## src/rtl/mc68881_bus_master.sv

```systemverilog
// Host-to-MC68881 coprocessor bus master: one host request becomes one or three
// 32-bit asynchronous bus subcycles, each closed by a DSACK handshake or a timeout.
module mc68881_bus_master #(
   parameter int unsigned TIMEOUT = 64,
   parameter int unsigned GAP     = 2
) (
   input  logic        CLK,
   input  logic        RESET,
   input  logic        req,
   input  logic [1:0]  kind,
   input  logic [4:0]  addr,
   input  logic        ext80,
   input  logic [79:0] wdata,
   output logic [79:0] rdata,
   output logic        ready,
   output logic        done,
   output logic        err,
   output logic        CS,
   output logic        AS,
   output logic        DS,
   output logic        R_W,
   output logic        SIZE,
   output logic [4:0]  A,
   output logic [31:0] D_out,
   output logic        D_oe,
   input  logic [31:0] D_in,
   input  logic        DSACK0,
   input  logic        DSACK1,
   input  logic        SENSE
);

   localparam int unsigned TW = $clog2(TIMEOUT + 1);
   localparam int unsigned GW = (GAP > 1) ? $clog2(GAP) : 1;

   typedef enum logic [2:0] {StIdle, StAssert, StWaitAck, StHold, StGap, StFinish} state_e;

   state_e         state_q;
   logic [1:0]     kind_q;
   logic [1:0]     sub_q;
   logic           ext_q;
   logic           abort_q;
   logic [79:0]    wdata_q;
   logic [TW-1:0]  tcnt_q;
   logic [GW-1:0]  gcnt_q;
   logic           ack;

   // The last 80-bit subcycle carries 16 bits and is closed by the byte/word ack.
   assign ack   = (sub_q == 2'd2) ? ~DSACK0 : ~DSACK1;
   assign ready = (state_q == StIdle) & SENSE & ~RESET;
   assign SIZE  = 1'b1;

   function automatic logic [31:0] slice(input logic [79:0] w, input logic [1:0] s);
      case (s)
         2'd0:    slice = w[31:0];
         2'd1:    slice = w[63:32];
         default: slice = {16'h0000, w[79:64]};
      endcase
   endfunction

   always_ff @(posedge CLK or posedge RESET) begin
      if (RESET) begin
         state_q <= StIdle;
         kind_q  <= 2'd0;
         sub_q   <= 2'd0;
         ext_q   <= 1'b0;
         abort_q <= 1'b0;
         wdata_q <= '0;
         tcnt_q  <= '0;
         gcnt_q  <= '0;
         rdata   <= '0;
         done    <= 1'b0;
         err     <= 1'b0;
         CS      <= 1'b0;
         AS      <= 1'b0;
         DS      <= 1'b0;
         R_W     <= 1'b1;
         A       <= 5'd0;
         D_out   <= '0;
         D_oe    <= 1'b0;
      end else begin
         done <= 1'b0;
         err  <= 1'b0;
         case (state_q)
            StIdle: begin
               if (req && SENSE) begin
                  kind_q  <= kind;
                  A       <= addr;
                  ext_q   <= ext80 && (kind != 2'd0);
                  wdata_q <= wdata;
                  sub_q   <= 2'd0;
                  abort_q <= 1'b0;
                  if (kind == 2'd3) begin
                     state_q <= StFinish;
                     done    <= 1'b1;
                     err     <= 1'b1;
                  end else begin
                     state_q <= StAssert;
                     CS      <= 1'b1;
                     AS      <= 1'b1;
                     DS      <= (kind != 2'd0);
                     R_W     <= (kind != 2'd1);
                     D_oe    <= (kind != 2'd2);
                     D_out   <= wdata[31:0];
                  end
               end
            end
            StAssert: begin
               tcnt_q  <= '0;
               state_q <= StWaitAck;
            end
            StWaitAck: begin
               // An ack on the expiry edge still wins over the timeout.
               if (ack) begin
                  if (kind_q == 2'd2) begin
                     case (sub_q)
                        2'd0:    rdata[31:0]  <= D_in;
                        2'd1:    rdata[63:32] <= D_in;
                        default: rdata[79:64] <= D_in[15:0];
                     endcase
                  end
                  state_q <= StHold;
               end else if (tcnt_q == TW'(TIMEOUT - 1)) begin
                  abort_q <= 1'b1;
                  CS      <= 1'b0;
                  AS      <= 1'b0;
                  DS      <= 1'b0;
                  R_W     <= 1'b1;
                  D_oe    <= 1'b0;
                  gcnt_q  <= '0;
                  state_q <= StGap;
               end else begin
                  tcnt_q <= tcnt_q + TW'(1);
               end
            end
            StHold: begin
               CS      <= 1'b0;
               AS      <= 1'b0;
               DS      <= 1'b0;
               R_W     <= 1'b1;
               D_oe    <= 1'b0;
               gcnt_q  <= '0;
               state_q <= StGap;
            end
            StGap: begin
               if (gcnt_q == GW'(GAP - 1)) begin
                  if (abort_q || !ext_q || (sub_q == 2'd2)) begin
                     state_q <= StFinish;
                     done    <= 1'b1;
                     err     <= abort_q;
                  end else begin
                     sub_q   <= sub_q + 2'd1;
                     state_q <= StAssert;
                     CS      <= 1'b1;
                     AS      <= 1'b1;
                     DS      <= 1'b1;
                     R_W     <= (kind_q != 2'd1);
                     D_oe    <= (kind_q == 2'd1);
                     D_out   <= slice(wdata_q, sub_q + 2'd1);
                  end
               end else begin
                  gcnt_q <= gcnt_q + GW'(1);
               end
            end
            StFinish: state_q <= StIdle;
            default:  state_q <= StIdle;
         endcase
      end
   end

endmodule

```

## config.mk

```make
export PLATFORM = sky130hd
export DESIGN_NAME = mc68881_bus_master
export DESIGN_NICKNAME = d
export VERILOG_FILES = /design/src/rtl/mc68881_bus_master.sv
export SDC_FILE = /design/constraint.sdc
export NUM_CORES = 1
export LEC_CHECK = 0
export CAP_MARGIN = 20
export CORE_MARGIN = 3
export CORE_UTILIZATION = 40
export CTS_CLUSTER_SIZE = 16
export DETAILED_ROUTE_END_ITERATION = 8
export HOLD_SLACK_MARGIN = 0.03
export PLACE_DENSITY = 0.77
export SKIP_CTS_REPAIR_TIMING = 1
export SYNTH_ARGS = -nofsm -noshare
export SYNTH_HDL_FRONTEND = slang
export SYNTH_SLANG_ARGS = --single-unit
```

## constraint.sdc

```tcl
create_clock -name CLK -period 20.7 [get_ports CLK]
set_input_delay 3.105 -clock CLK [delete_from_list [all_inputs] [get_ports CLK]]
set_output_delay 3.105 -clock CLK [all_outputs]
set_load 0.005 [all_outputs]
```

==> results of run 1 <==
==> where the power goes <==
| group | leakage (nW) | total [W] | switching [W] | internal [W] |
|---|---|---|---|---|
| clock network | 0.397 | 0.000430 | 0.000172 | 0.000257 |
| logic | 2.90 | 0.000607 | 0.000260 | 0.000347 |
| registers | 2.80 | 0.000725 | 0.000111 | 0.000613 |
| total | 6.10 | 0.00176 | 0.000543 | 0.00122 |
==> cells by family after synthesis <==
group	after synthesis
simple gates	363
flops	220
mux	120
compound gates	100
buf+inv	97
fa+ha+maj	5
other cells	1
==> placed cells by master, fill, tap and decap left out, types with 2 or more instances in the layout <==
cell / n
clkdlybuf4s50_1: 250
clkbuf_8: 7
mux2i_1: 36
a22oi_1: 17
nand2_4: 3
nand3b_1: 2
dfrtp_1: 219
o22ai_1: 2
o211ai_1: 4
nand3_1: 8
clkbuf_16: 25
nor2_1: 6
inv_1: 38
nor3b_1: 2
a21boi_0: 2
nor2b_1: 17
a31oi_1: 2
a221oi_1: 16
a21oi_1: 38
mux2_1: 4
nor3b_4: 2
nand2_1: 270
clkinv_2: 5
a211o_1: 2
nor3_1: 33
mux2_2: 79
buf_4: 6
clkbuf_1: 4
o21ai_0: 8
ha_1: 4
nand2b_1: 6
or2_2: 2
==> worst max-delay path, stage by stage <==
cell,delay (ps)
clkdlybuf4s50_1,520
nor4b_1,330
clkdlybuf4s50_1,570
==> sequential cells by signal, indices dropped and copies added, names as in the netlist <==
| name | cells |
|---|---|
| state_q | 3 |
| DS | 1 |
| done | 1 |
| sub_q | 2 |
| D_out | 32 |
| kind_q | 2 |
| wdata_q | 80 |
| abort_q | 1 |
| D_oe | 1 |
| err | 1 |
| ext_q | 1 |
| tcnt_q | 7 |
| AS | 1 |
| gcnt_q | 1 |
| A | 5 |
| rdata | 80 |
| R_W | 1 |
==> per-layer routing <==
| layer | global-route usage (%) | up-vias | routed length [um] |
|---|---|---|---|
| met2 | 33.2 | 284 | 12200 |
| met4 | 4.58 | 4 | 474 |
| met3 | 5.75 | 44 | 2270 |
| met5 | 0 | - | 29 |
| met1 | 24.4 | 3661 | 10600 |
| li1 | - | 3475 | - |
==> how the worst max path moves through the flow <==
stage	from	endpoint	slack (ps)
6_report	RESET	ready	13070
3_3_place_gp	RESET	ready	13110
5_1_grt	RESET	ready	13040
4_1_cts	RESET	ready	13080
3_5_place_dp	RESET	ready	13080
2_1_floorplan	RESET	AS	11580
==> area by class of cell <==
cell class / count / area, um2
clock buffers: 36 / 737
clock inverters: 7 / 62.6
fillers: 2039 / 10500
inverters: 40 / 158
multi-input cells: 589 / 3660
flip-flops and latches: 220 / 5510
well taps: 319 / 399
repair buffers: 256 / 2550
==> metrics by stage <==
step / power (W) / cell area [um2]
floorplan: 0.00102 / 9640
global placement: 0.00131 / 12300
detailed placement: 0.00134 / 12300
CTS: 0.00178 / 13100
global route: 0.00188 / 13100
finish: 0.00176 / 13100
==> impl_metrics.py, run 1 <==
metrics = {
    "setup_path": {
        "cp_data_arrival_time_ps": 4530,
        "rr_worst_depth": 7,
        "end_kind": "output pin",
        "critPathKind": "in2out",
        "startpoint_type": "primary input",
        "r2r_start": "sub_q[0]",
        "critPathRequiredTime_ps": 17590,
        "rr_endpoint": "D_out[12]",
        "critPathMaxFanout": 2,
        "reg2reg_slack_ps": 17870,
    },
    "placement": {
        "post-place-ws_ps": 13080,
        "hpwlAfterDp_um": 16500,
        "placedCellCount": 1424,
        "gp_congestion": 0.800,
        "io_buffers": 250,
    },
    "route": {
        "drc": 0,
        "wl_per_cell_um": 17.4,
        "vias": 7468,
        "routed_wl_um": 25600,
        "drt-vias-per-instance": 5.09,
        "drt_iter0_drc": 434,
        "dr.pass1.iters": 4,
        "drtAntennaViolNets": 0,
    },
    "logic_synthesis": {
        "synth-compound-area-share_pct": 6.98,
        "synth_cell_types": 55,
        "synthAdderAreaFrac_pct": 0.649,
        "synth_most_common_cell": "nand2_1",
        "synth_mux_area_share_pct": 13.6,
        "netlist_top_cells_count": "270 x nand2_1, 219 x dfrtp_1, 79 x mux2_2",
        "synth_top_area_share_pct": 56.8,
        "async_reset_ff_share_pct": 100,
        "synthFlopType": "dfrtp_1",
        "synth_top_family_by_area": "simple AND/OR/NAND/NOR gates",
        "synth_edf_count": 0,
        "synthXorXnorAreaFrac_pct": 0,
        "synth-simple-area-share_pct": 16.6,
        "synth_fp_nets": 1037,
        "syn_inst": 906,
        "avgSynthCellArea_um2": 10.6,
        "netlist_area_um2": 9640,
        "ys_warn_count": 0,
        "seq_area_frac_synth_pct": 57.1,
        "yosysTopAreaCell": "dfrtp_1",
        "ys_ff_latch": 220,
        "netlist_top_cells_area": "dfrtp_1 57%, nand2_1 11%, mux2_2 9.2%, mux2i_1 3.7%, a21oi_1 2.0%",
    },
    "sta": {
        "fin_skew_ps": 6.28,
        "maxSlewHeadroom_pct": 27.6,
        "fin_crit_ps": 7630,
        "hold_viol_final": 0,
        "grt_setup_unrepaired": "false",
        "tightest_slew_ps": 1090,
        "drv_slew": 0,
        "worst_slack_ps": 13070,
        "setup_tns_ps": 0,
        "setup_viol": 0,
        "period_share_pct": 36.9,
        "holdWs_ps": 474,
        "fmax_mhz": 131,
    },
    "floorplanning": {
        "fp.dieW_um": 161,
        "start_util_pct": 40.8,
        "io_pins": 252,
        "core.rowCount": 56,
        "die_y_um": 161,
        "core_um2": 23600,
        "fp.dieArea_um2": 26000,
    },
    "clock_tree": {
        "cts.reportedPaths.clkPinSlew_ps": 60,
        "cts_sinks": 220,
        "cts_buffers": 24,
        "root_buffer": "clkbuf_16",
        "h-tree-depth": 1,
        "clkLatencyLatePin_ps": 510,
        "cts_tree": "done",
        "clock_path_buffers": 3,
    },
    "hold_path": {
        "holdPathEnd": "wdata_q[74]",
        "hold_class": "reg2reg",
        "holdPathStages": 2,
        "min_from": "wdata_q[74]",
    },
    "grt": {
        "grt_use_total_pct": 19.4,
        "antenna_found_initial": 2,
        "grt_max_degree": 94,
        "grt_first_pass_wirelength_um": 41600,
        "grt_pass1_vias": 7907,
        "grt.overflow.total": 0,
    },
    "cells_and_area": {
        "diodes": 0,
        "area_delta_synth_final_pct": 35.5,
        "nNetsFinal": 1262,
        "fin_cells": 1467,
        "fin_util_pct": 55.4,
        "drive_gt1_share_pct": 12.5,
    },
    "run_status": {
        "status": "finished clean",
    },
    "power": {
        "ir_drop_uv": 79.8,
        "leakage_nw": 6.10,
        "p_per_area_nw_per_um2": 135,
    },
    "flow_run": {
        "maxCapViolCount": 0,
    },
}
Power figures use the tool's default switching activity.
==> run 2: changes to the inputs <==
PLACE_DENSITY = 0.79   (was 0.77)
clock period = 6.7 ns   (was 20.7 ns; I/O delays follow)
==> impl_metrics.py, run 2 (synthesis gave the netlist of run 1 again) <==
metrics = {
    "power": {
        "leakage_nw": 6.10,
        "ir_drop_uv": 213,
        "combPwrFrac_pct": 34.1,
        "intPower_w": 0.00384,
        "p_sw_w": 0.00165,
        "switching_share_pct": 30.1,
        "p_per_area_nw_per_um2": 419,
        "seq_power_share_pct": 40.6,
        "pwr-share-clk_pct": 25.3,
        "power_w": 0.00549,
    },
    "sta": {
        "maxSlewHeadroom_pct": 29.7,
        "tightest_slew_ps": 1050,
        "fin_skew_ps": 12.5,
        "setup_tns_ps": 0,
        "fmax_mhz": 287,
        "fin_crit_ps": 3480,
        "setup_viol": 0,
        "grt_setup_unrepaired": "false",
        "drv_slew": 0,
        "period_share_pct": 52.0,
        "hold_viol_final": 0,
    },
    "floorplanning": {
        "start_util_pct": 40.8,
        "die_y_um": 161,
        "io_pins": 252,
        "core.rowCount": 56,
        "core_um2": 23600,
        "fp.dieArea_um2": 26000,
        "fp.dieW_um": 161,
    },
    "placement": {
        "io_buffers": 250,
        "gp_congestion": 0.808,
        "hpwlAfterDp_um": 16200,
    },
    "setup_path": {
        "cp_data_arrival_time_ps": 2480,
        "critPathMaxStageDelay_ps": 570,
        "slowest_stage": "clkdlybuf4s50_1",
        "rr_endpoint": "abort_q",
        "startpoint": "state_q[1]",
        "r2r_start": "state_q[1]",
        "endpoint": "ready",
        "rr_worst_depth": 5,
        "critPathKind": "reg2out",
        "critPathRequiredTime_ps": 5690,
        "reg2reg_slack_ps": 3970,
        "crit_chain": "or2_2 > nor4b_1 > clkdlybuf4s50_1",
        "end_kind": "output pin",
        "critPathMaxFanout": 14,
        "startpoint_type": "flop",
    },
    "clock_tree": {
        "cts_tree": "done",
        "cts.reportedPaths.clkPinSlew_ps": 60,
        "h-tree-depth": 1,
        "cts_sinks": 220,
        "root_buffer": "clkbuf_16",
        "clock_path_buffers": 3,
        "cts_buffers": 24,
        "clkLatencyLatePin_ps": 510,
    },
    "route": {
        "drt-vias-per-instance": 5.04,
        "vias": 7383,
        "routed_wl_um": 25000,
        "drt_iter0_drc": 386,
        "drtAntennaViolNets": 0,
        "drc": 0,
        "wl_per_cell_um": 17.0,
        "dr.pass1.iters": 4,
    },
    "cells_and_area": {
        "seqCellArea_um2": 5510,
        "multiInputGateArea_um2": 3660,
        "area_delta_synth_final_pct": 35.9,
        "drive_gt1_share_pct": 12.1,
        "reg_top3": "rdata: 80 flops, wdata_q: 80 flops, D_out: 32 flops",
        "mostFrequentLayoutCells": "270 x nand2_1, 250 x clkdlybuf4s50_1, 219 x dfrtp_1",
        "final_common_cell": "nand2_1",
        "nNetsFinal": 1261,
        "num-fill-cells": 2013,
        "diodes": 0,
    },
    "grt": {
        "grt_use_total_pct": 18.9,
        "grt_use_met3_pct": 5.16,
        "grt_pass1_vias": 7753,
        "grt_first_pass_wirelength_um": 40700,
        "antenna_found_initial": 3,
        "grt_use_met2_pct": 31.8,
        "grt_max_degree": 198,
        "gr-usage-met1_pct": 24.7,
        "grt.overflow.total": 0,
        "busiest_layer": "met2",
    },
    "hold_path": {
        "hold_class": "reg2reg",
    },
    "flow_run": {
        "maxCapViolCount": 0,
    },
    "run_status": {
        "status": "finished clean",
    },
}
run 2: cell types whose count changed in the layout (fill, tap and decap cells not counted), sizes merged:
cell      change
clkinvlp      +1
clkinv        -4
bufinv        +3
clkbuf        -2
buf           -1
run 2: layer usage:
metal  vias to the layer above  part of all wire (%)
li1                       3467                     -
met1                      3602                    43
met2                       272                    47
met3                        36                   7.9
met4                         6                   2.0
met5                         -                  0.13
run 2: stage by stage:
stage,hold slack [ps],setup slack (ps),util (%),std cells,cell area (um2)
4_1_cts,478,3210,55.5,1464,13100
3_3_place_gp,458,3210,52.0,1423,12300
6_report,475,3220,55.5,1464,13100
5_1_grt,491,3060,55.5,1464,13100
2_1_floorplan,441,2830,-,906,9650
3_5_place_dp,464,3210,52.0,1423,12300
run 2: worst min-delay path by stage:
| stage | end | cells past startpoint | slack, ps | start |
|---|---|---|---|---|
| floorplan | ext_q | 2 | 440 | ext_q |
| global placement | wdata_q[16] | 2 | 460 | wdata_q[16] |
| detailed placement | wdata_q[53] | 2 | 460 | wdata_q[53] |
| CTS | wdata_q[37] | 2 | 480 | wdata_q[37] |
| global route | wdata_q[69] | 2 | 490 | wdata_q[69] |
| finish | wdata_q[0] | 2 | 470 | wdata_q[0] |
run 2: power by group through the flow:
stage	Clock [W]	Sequential, W	Combinational, W
finish	0.00139	0.00223	0.00187
global route	0.00147	0.00230	0.00206
CTS	0.00143	0.00223	0.00190
detailed placement	0	0.00224	0.00189
global placement	0	0.00222	0.00183
floorplan	0	0.00220	0.000967
run 2: worst max-delay path, delay by kind of cell, from the launching register on:
| family | cells | cell delay (ps) |
|---|---|---|
| buffers and inverters | 1 | 570 |
| AND/OR/NAND/NOR | 2 | 830 |
| flip-flops | 1 | 560 |
run 2: final cells by class:
| cell class | instances | share of cell area [%] |
|---|---|---|
| clock buffers | 34 | 5.26 |
| clock inverters | 7 | 1.08 |
| inverters | 40 | 1.17 |
| multi-input cells | 589 | 27.9 |
| flip-flops and latches | 220 | 42.0 |
| well taps | 319 | 3.05 |
| repair buffers | 255 | 19.5 |
